===== src/rtl/stopwatch_key_ctrl.sv =====
// stopwatch_key_ctrl: edge-detects the debounced start/clear keys, classifies clear as short or long,
// and runs the IDLE/RUNNING/PAUSED stopwatch FSM that drives the counter and display controls.
module stopwatch_key_ctrl #(
    parameter int LONG_PRESS_CYCLES = 100_000_000,
    parameter int KEY_ACTIVE_LOW    = 1
) (
    input  logic       clk,
    input  logic       key_reset,
    input  logic       key_start_i,
    input  logic       key_clear_i,
    output logic       count_en_o,
    output logic       count_clr_o,
    output logic       disp_freeze_o,
    output logic [1:0] run_state_o
);
    localparam int CW = $clog2(LONG_PRESS_CYCLES) + 1;
    localparam logic PRESSED = (KEY_ACTIVE_LOW != 0) ? 1'b0 : 1'b1;
    localparam logic [CW-1:0] LONG_AT = CW'(LONG_PRESS_CYCLES - 1);
    typedef enum logic [1:0] {IDLE = 2'b00, RUNNING = 2'b01, PAUSED = 2'b10} state_t;
    state_t state_q;
    logic start_q, start_prev_q, clear_q, clear_prev_q;
    logic [CW-1:0] hold_q, hold_d;
    logic long_done_q, long_done_d, armed_q, armed_d;
    logic count_en_q, count_clr_q, disp_freeze_q;
    logic start_press, clear_press, clear_held, clear_release, long_ev, short_ev;
    // armed_q marks a clear press seen since reset, so a key held through reset never fires an event
    always_comb begin
        start_press   = start_q == PRESSED && start_prev_q != PRESSED;
        clear_held    = clear_q == PRESSED;
        clear_press   = clear_held && clear_prev_q != PRESSED;
        clear_release = !clear_held && clear_prev_q == PRESSED;
        long_ev       = armed_q && clear_held && !long_done_q && hold_q == LONG_AT;
        short_ev      = armed_q && clear_release && !long_done_q;
        hold_d        = clear_press ? '0 : (clear_held && hold_q != '1) ? hold_q + 1'b1 : hold_q;
        long_done_d   = clear_release ? 1'b0 : (long_done_q | long_ev);
        armed_d       = clear_press | (armed_q & !clear_release);
    end
    always_ff @(posedge clk or negedge key_reset) begin
        if (!key_reset) begin
            start_q      <= PRESSED;
            start_prev_q <= PRESSED;
            clear_q      <= PRESSED;
            clear_prev_q <= PRESSED;
            hold_q       <= '0;
            long_done_q  <= 1'b0;
            armed_q      <= 1'b0;
        end else begin
            start_q      <= key_start_i;
            start_prev_q <= start_q;
            clear_q      <= key_clear_i;
            clear_prev_q <= clear_q;
            hold_q       <= hold_d;
            long_done_q  <= long_done_d;
            armed_q      <= armed_d;
        end
    end
    // clear events take priority over a start press in the same cycle
    always_ff @(posedge clk or negedge key_reset) begin
        if (!key_reset) begin
            state_q       <= IDLE;
            count_en_q    <= 1'b0;
            count_clr_q   <= 1'b0;
            disp_freeze_q <= 1'b0;
        end else begin
            count_clr_q <= 1'b0;
            if (long_ev || (short_ev && state_q != RUNNING)) begin
                state_q       <= IDLE;
                count_en_q    <= 1'b0;
                count_clr_q   <= 1'b1;
                disp_freeze_q <= 1'b0;
            end else if (short_ev) begin
                disp_freeze_q <= !disp_freeze_q;
            end else if (start_press) begin
                state_q    <= (state_q == RUNNING) ? PAUSED : RUNNING;
                count_en_q <= state_q != RUNNING;
            end
        end
    end
    assign count_en_o    = count_en_q;
    assign count_clr_o   = count_clr_q;
    assign disp_freeze_o = disp_freeze_q;
    assign run_state_o   = state_q;
endmodule


===== config.mk =====
export PLATFORM = sky130hd
export DESIGN_NAME = stopwatch_key_ctrl
export DESIGN_NICKNAME = d
export VERILOG_FILES = /design/src/rtl/stopwatch_key_ctrl.sv
export SDC_FILE = /design/constraint.sdc
export NUM_CORES = 1
export LEC_CHECK = 0
export ABC_AREA = 1
export BUFFER_PORTS_ARGS = -buffer_cell sky130_fd_sc_hd__buf_4
export CORE_MARGIN = 1
export CORE_UTILIZATION = 29
export CTS_CLUSTER_DIAMETER = 200
export DETAILED_ROUTE_END_ITERATION = 7
export HOLD_SLACK_MARGIN = 0.06
export PLACE_DENSITY = 0.54
export SLEW_MARGIN = 25
export SYNTH_ARGS = -nofsm -noshare
export SYNTH_HDL_FRONTEND = slang
export SYNTH_SLANG_ARGS = --single-unit

===== constraint.sdc =====
create_clock -name clk -period 4.4 [get_ports clk]
set_input_delay 0.44 -clock clk [delete_from_list [all_inputs] [get_ports clk]]
set_output_delay 0.44 -clock clk [all_outputs]
set_load 0.005 [all_outputs]

---- After elaboration in Yosys (flattened, before gate mapping) ----
Cells that the tools add are included.
storage, ports and cells
  flip-flop bits (word level) ............. 39
  bits of input ports ..................... 4
  logic and storage cells ................. 54
operators by class
  add/sub/neg operators ................... 1
  eq/ne operators ......................... 5
  multiplexer cells ....................... 13
  bitwise operators ....................... 6
  reductions and logical operators ........ 18
operators by type and width
  kind                                                                     number
  28-bit two-way mux                                                       2
  28-bit by 1-bit adder with 28-bit output, second input constant          1
  28-bit by 27-bit == test with 1-bit output, second input constant        1
  28-bit inequality test, second input constant                            1
  1-bit logical AND                                                        10
  2-bit two-way mux                                                        4
  1-bit two-way mux                                                        7
  2-bit nonzero test                                                       3
  2-bit by 1-bit inequality test with 1-bit output, second input constant  2
  1-bit zero test                                                          3
  1-bit NOT                                                                3
  2-bit by 1-bit == test with 1-bit output, second input constant          1
  1-bit bitwise OR                                                         2
  2-bit AND reduction                                                      1
  1-bit bitwise AND                                                        1
  1-bit logical OR                                                         1

---- Logic depth before layout (Yosys ltp) ----
  depth after elaboration ................. 8
  gate-level depth with buffers ........... 12
  mapped depth without buffers ............ 11

---- Least setup slack after synthesis ----
No wires, ideal clock.
  path type ............................... register to register
  from .................................... register hold_q[0]
  to ...................................... register hold_q[10]
  data arrival time ....................... 1.543 ns
  path slack .............................. 2.791 ns
  cell stages (with the launch flop) ...... 10
  buffers on the path ..................... 1
  cell sequence ........................... dfrtp_1 -> ha_1 -> nand3_2 -> inv_2 -> nand2_4 -> nor2_8 -> a21oi_2 -> buf_2 -> nand4_1 -> nand2_1
on the way
  word-level cells in the longest chain between the ends .. 3
  elaborated cells on any way between the ends .. 6
  classes of those cells .................. add/sub: 1; eq/ne: 1; mux: 2; reduce/logical: 2
ends and longest elaborated chain
  what                                                                                RTL line  source
  start: declaration                                                                  22        logic [CW-1:0] hold_q, hold_d;
  start signal: assignment                                                            52        hold_q <= hold_d;
  28-bit by 1-bit adder with 28-bit output or 28-bit inequality test (tied branches)  34        hold_d = clear_press ? '0 : (clear_held && hold_q != '1) ? hold_q + 1'b1 : hold_q;
  28-bit two-way mux or 1-bit logical AND (tied branches)                             34
  28-bit two-way mux or 2-bit nonzero test (tied branches)                            n/a
Parallel ways exist; a longest one is shown, timed or not. The select of a mux whose other input is x is not followed.
A chain may end at the register's enable or synchronous reset.

---- Worst setup path in the final report ----
  from .................................... register clear_q
  to ...................................... register hold_q[14]
on the way
  word-level cells in the longest chain between the ends .. 3
  elaborated cells on any way between the ends .. 5
  classes of those cells .................. mux: 1; bitwise: 1; reduce/logical: 3
ends and longest elaborated chain
  what                                                      RTL line  source
  start: declaration                                        21        logic start_q, start_prev_q, clear_q, clear_prev_q;
  start signal: assignment                                  50        clear_q <= key_clear_i;
  1-bit NOT *                                               29        clear_held = clear_q == PRESSED;
  1-bit logical AND (on tied branches)                      30, 34
  28-bit two-way mux or 2-bit nonzero test (tied branches)  n/a
Mark *: on every way between the ends. The rest lies on a longest branch, timed or not.

==> impl_metrics.yaml <==
outcome:
  status: "finished clean"
placement:
  hpwl_um: 4180
  dpl_cell_area_um2: 2490
  placement.io_buffers: 8
  place_ws_ns: 2.19
  place_congestion: 0.899
logic_synthesis:
  yosys.area.top_type: "dfrtp_1"
  syn-num-nets: 341
  yosysTopAreaCellShare_pct: 40.6
  seq_area_frac_synth_pct: 40.6
  postSynthAreaPerCell_um2: 6.97
  synthCells: 336
  synth_seq_cells: 38
  yosys_warnings: 0
  ys_types: 30
  ys_top_cells_by_area: "dfrtp_1 41%, nand2_1 21%, nor2_1 9.0%"
  syn_area_um2: 2340
timing:
  slew_headroom_pct: 39.3
  fin_setup_tns_ns: 0
  finalSetupViolations: 0
  whs_ns: 0.0937
  fmax_ghz: 0.453
  fin_crit_sh_pct: 50.2
  clock_skew_ns: 0.0124
  rsz0062_at_grt: "false"
  fin_crit_ns: 2.21
  slew_violations: 0
  hold_viol_final: 0
  worstMarginPinSlew_ns: 0.911
  fin_ws_ns: 2.19
setup_path:
  crit_path_end_kind: "flop"
  required_ns: 4.58
  worst-path-buf-inv: 2
  worstSetupPathType: "reg -> reg"
  cp_max_fo: 23
  crit_chain: "nor2_1, inv_1, nand2_4, clkinv_2, nand2_1, nand2_1"
  crit_top_cell: "nand2_1"
  r2r-start: "clear_q"
  r2r-end: "hold_q[14]"
  r2r_cells: 6
  worst_setup_path_start_kind: "flop"
  cp.arrival_ns: 2.39
  cp_top_family: "simple AND/OR/NAND/NOR gates"
  ff2ff_setup_slack_ns: 2.19
  crit_slowest_cell: "inv_1"
  slowest_delay_ns: 0.51
global_routing:
  grt_max_degree: 39
  grt_pass1_vias: 2011
  grtUsageTotal_pct: 14.9
  top_usage_layer: "met2"
  antenna_found_initial: 0
  use_met2_pct: 23.0
  grtUsageMet1_pct: 20.7
  met3_usage_pct: 2.74
  overflow: 0
  grt_pass1_wl_um: 9840
cells_and_area:
  antenna_cells: 0
  finish.net_count: 350
  syn_to_final_growth_pct: 10.9
  final_area_um2: 2600
  fin_util_pct: 33.4
  drive_above_1_share_pct: 9.83
  nFillCells: 872
clocking:
  ctsHtreeMaxLevel: 2
  cts_sinks: 38
  clk_latency_ns: 0.30
  cts_tree: "done"
  ctsResizeCount: 0
  cts_buffers: 5
  cts.clk_slew.worst_paths_ns: 0.09
  max-clock-path-buffers: 2
  post-cts-setup-buffer-count: 0
  cts-root-buf: "clkbuf_8"
  cts_hold_buffers: 0
route:
  finalWirelength_um: 5710
  vias_per_cell: 4.65
  drc: 0
  wl_per_cell_um: 12.7
  via_count: 2084
  drtIter0Drc: 127
  first_pass_iters: 4
  antenna_left: 0
pwr:
  switching_power_uw: 202
  ir_worst_vdd_uv: 115
  pwr-share-seq_pct: 49.3
  swShare_pct: 25.7
  leakagePower_nw: 1.23
  power.density_nw_per_um2: 303
  pwr-share-clk_pct: 38.5
  combPwrFrac_pct: 12.2
  p_int_uw: 584
floorplan:
  die_h_um: 91.8
  start_util_pct: 30.1
  io_pins: 9
  coreArea_um2: 7770
  num_rows: 32
  dieArea_um2: 8440
  fp.dieW_um: 91.8
flow_run:
  cap_violations: 0
min_path:
  hold_path.class: "in -> async"
-- cells in the final DEF (no fill, tap or decap), drive strengths merged, types with 2 or more instances in the layout --
cell / synthesis / routed
dfrtp: 38 / 38
buf: 4 / 8
inv: 24 / 24
nand4: 12 / 12
o21ai: 3 / 3
nand3: 28 / 28
nor2: 62 / 62
nor3: 5 / 5
clkbuf: 2 / 6
or2: 2 / 2
xor2: 10 / 10
nand2: 135 / 135
nand3b: 3 / 3
-- cell type report --
class                   count  area (µm²)  area share, %
multi-input cells         267        1250           48.2
flip-flops and latches     38         951           36.6
well taps                 102         128           4.92
inverters                  25        95.1           3.66
clock buffers               6        72.6           2.80
repair buffers              8        60.1           2.31
clock inverters             2        37.5           1.45
-- worst max path at each step --
stage                          from    endpoint  depth (start not counted)
after floorplan           hold_q[0]  hold_q[10]                          9
after global placement      clear_q  hold_q[23]                          6
after detailed placement    clear_q  hold_q[26]                          6
after CTS                   clear_q  hold_q[26]                          6
after global routing        clear_q  hold_q[27]                          6
final                       clear_q  hold_q[14]                          6
-- state kept, by name, indices dropped and copies added, names as in the netlist --
name           cells
armed_q            1
start_q            1
run_state_o        2
hold_q            28
start_prev_q       1
count_clr_o        1
clear_q            1
clear_prev_q       1
disp_freeze_o      1
long_done_q        1
-- cell usage after synthesis --
| cell | number |
|---|---|
| nor2_1 | 56 |
| inv_2 | 1 |
| nand2_1 | 128 |
| nand3b_1 | 3 |
| o21bai_1 | 1 |
| nand3_1 | 27 |
| buf_6 | 2 |
| nand2_4 | 2 |
| xnor2_1 | 1 |
| buf_4 | 1 |
| nand4_1 | 12 |
| nor3b_1 | 1 |
| ha_1 | 1 |
| nor2_2 | 2 |
| a21boi_0 | 1 |
| nand3_2 | 1 |
| nor3_1 | 5 |
| clkinv_2 | 1 |
| buf_2 | 1 |
| dfrtp_1 | 38 |
| o21ai_0 | 3 |
| a21oi_2 | 1 |
| xor2_1 | 10 |
| inv_1 | 23 |
| nor2_8 | 1 |
| clkbuf_1 | 2 |
| nand2_2 | 5 |
| nor2_4 | 3 |
| or2_2 | 2 |
| and2_1 | 1 |
-- power groups by stage --
stage	registers (mW)	clock network, mW	logic, mW
after detailed placement	0.395	0	0.0982
after global routing	0.391	0.325	0.111
final	0.387	0.303	0.0963
after global placement	0.394	0	0.0974
after floorplan	0.394	0	0.0567
after CTS	0.388	0.308	0.0986
-- per-stage QoR --
stage | cells | power (mW)
5_1_grt | 448 | 0.827
6_report | 448 | 0.786
3_5_place_dp | 440 | 0.493
2_1_floorplan | 336 | 0.450
3_3_place_gp | 440 | 0.491
4_1_cts | 448 | 0.794
-- per-layer routing --
| metal | vias up | routed length (µm) |
|---|---|---|
| met5 | - | 0 |
| met4 | 0 | 55 |
| met3 | 5 | 210 |
| met2 | 33 | 2550 |
| met1 | 972 | 2890 |
| li1 | 1074 | - |
-- cell families after synthesis --
kind of cell             after synthesis  share of synthesized area, %
AO/OA/AOI/OAI                          6                          1.66
XOR/XNOR                              11                          4.12
adder cells (fa/ha/maj)                1                         0.534
buffers and inverters                 31                          5.88
flip-flops                            38                          40.6
AND/OR/NAND/NOR                      249                          47.2
Power figures use the tool's default switching activity.
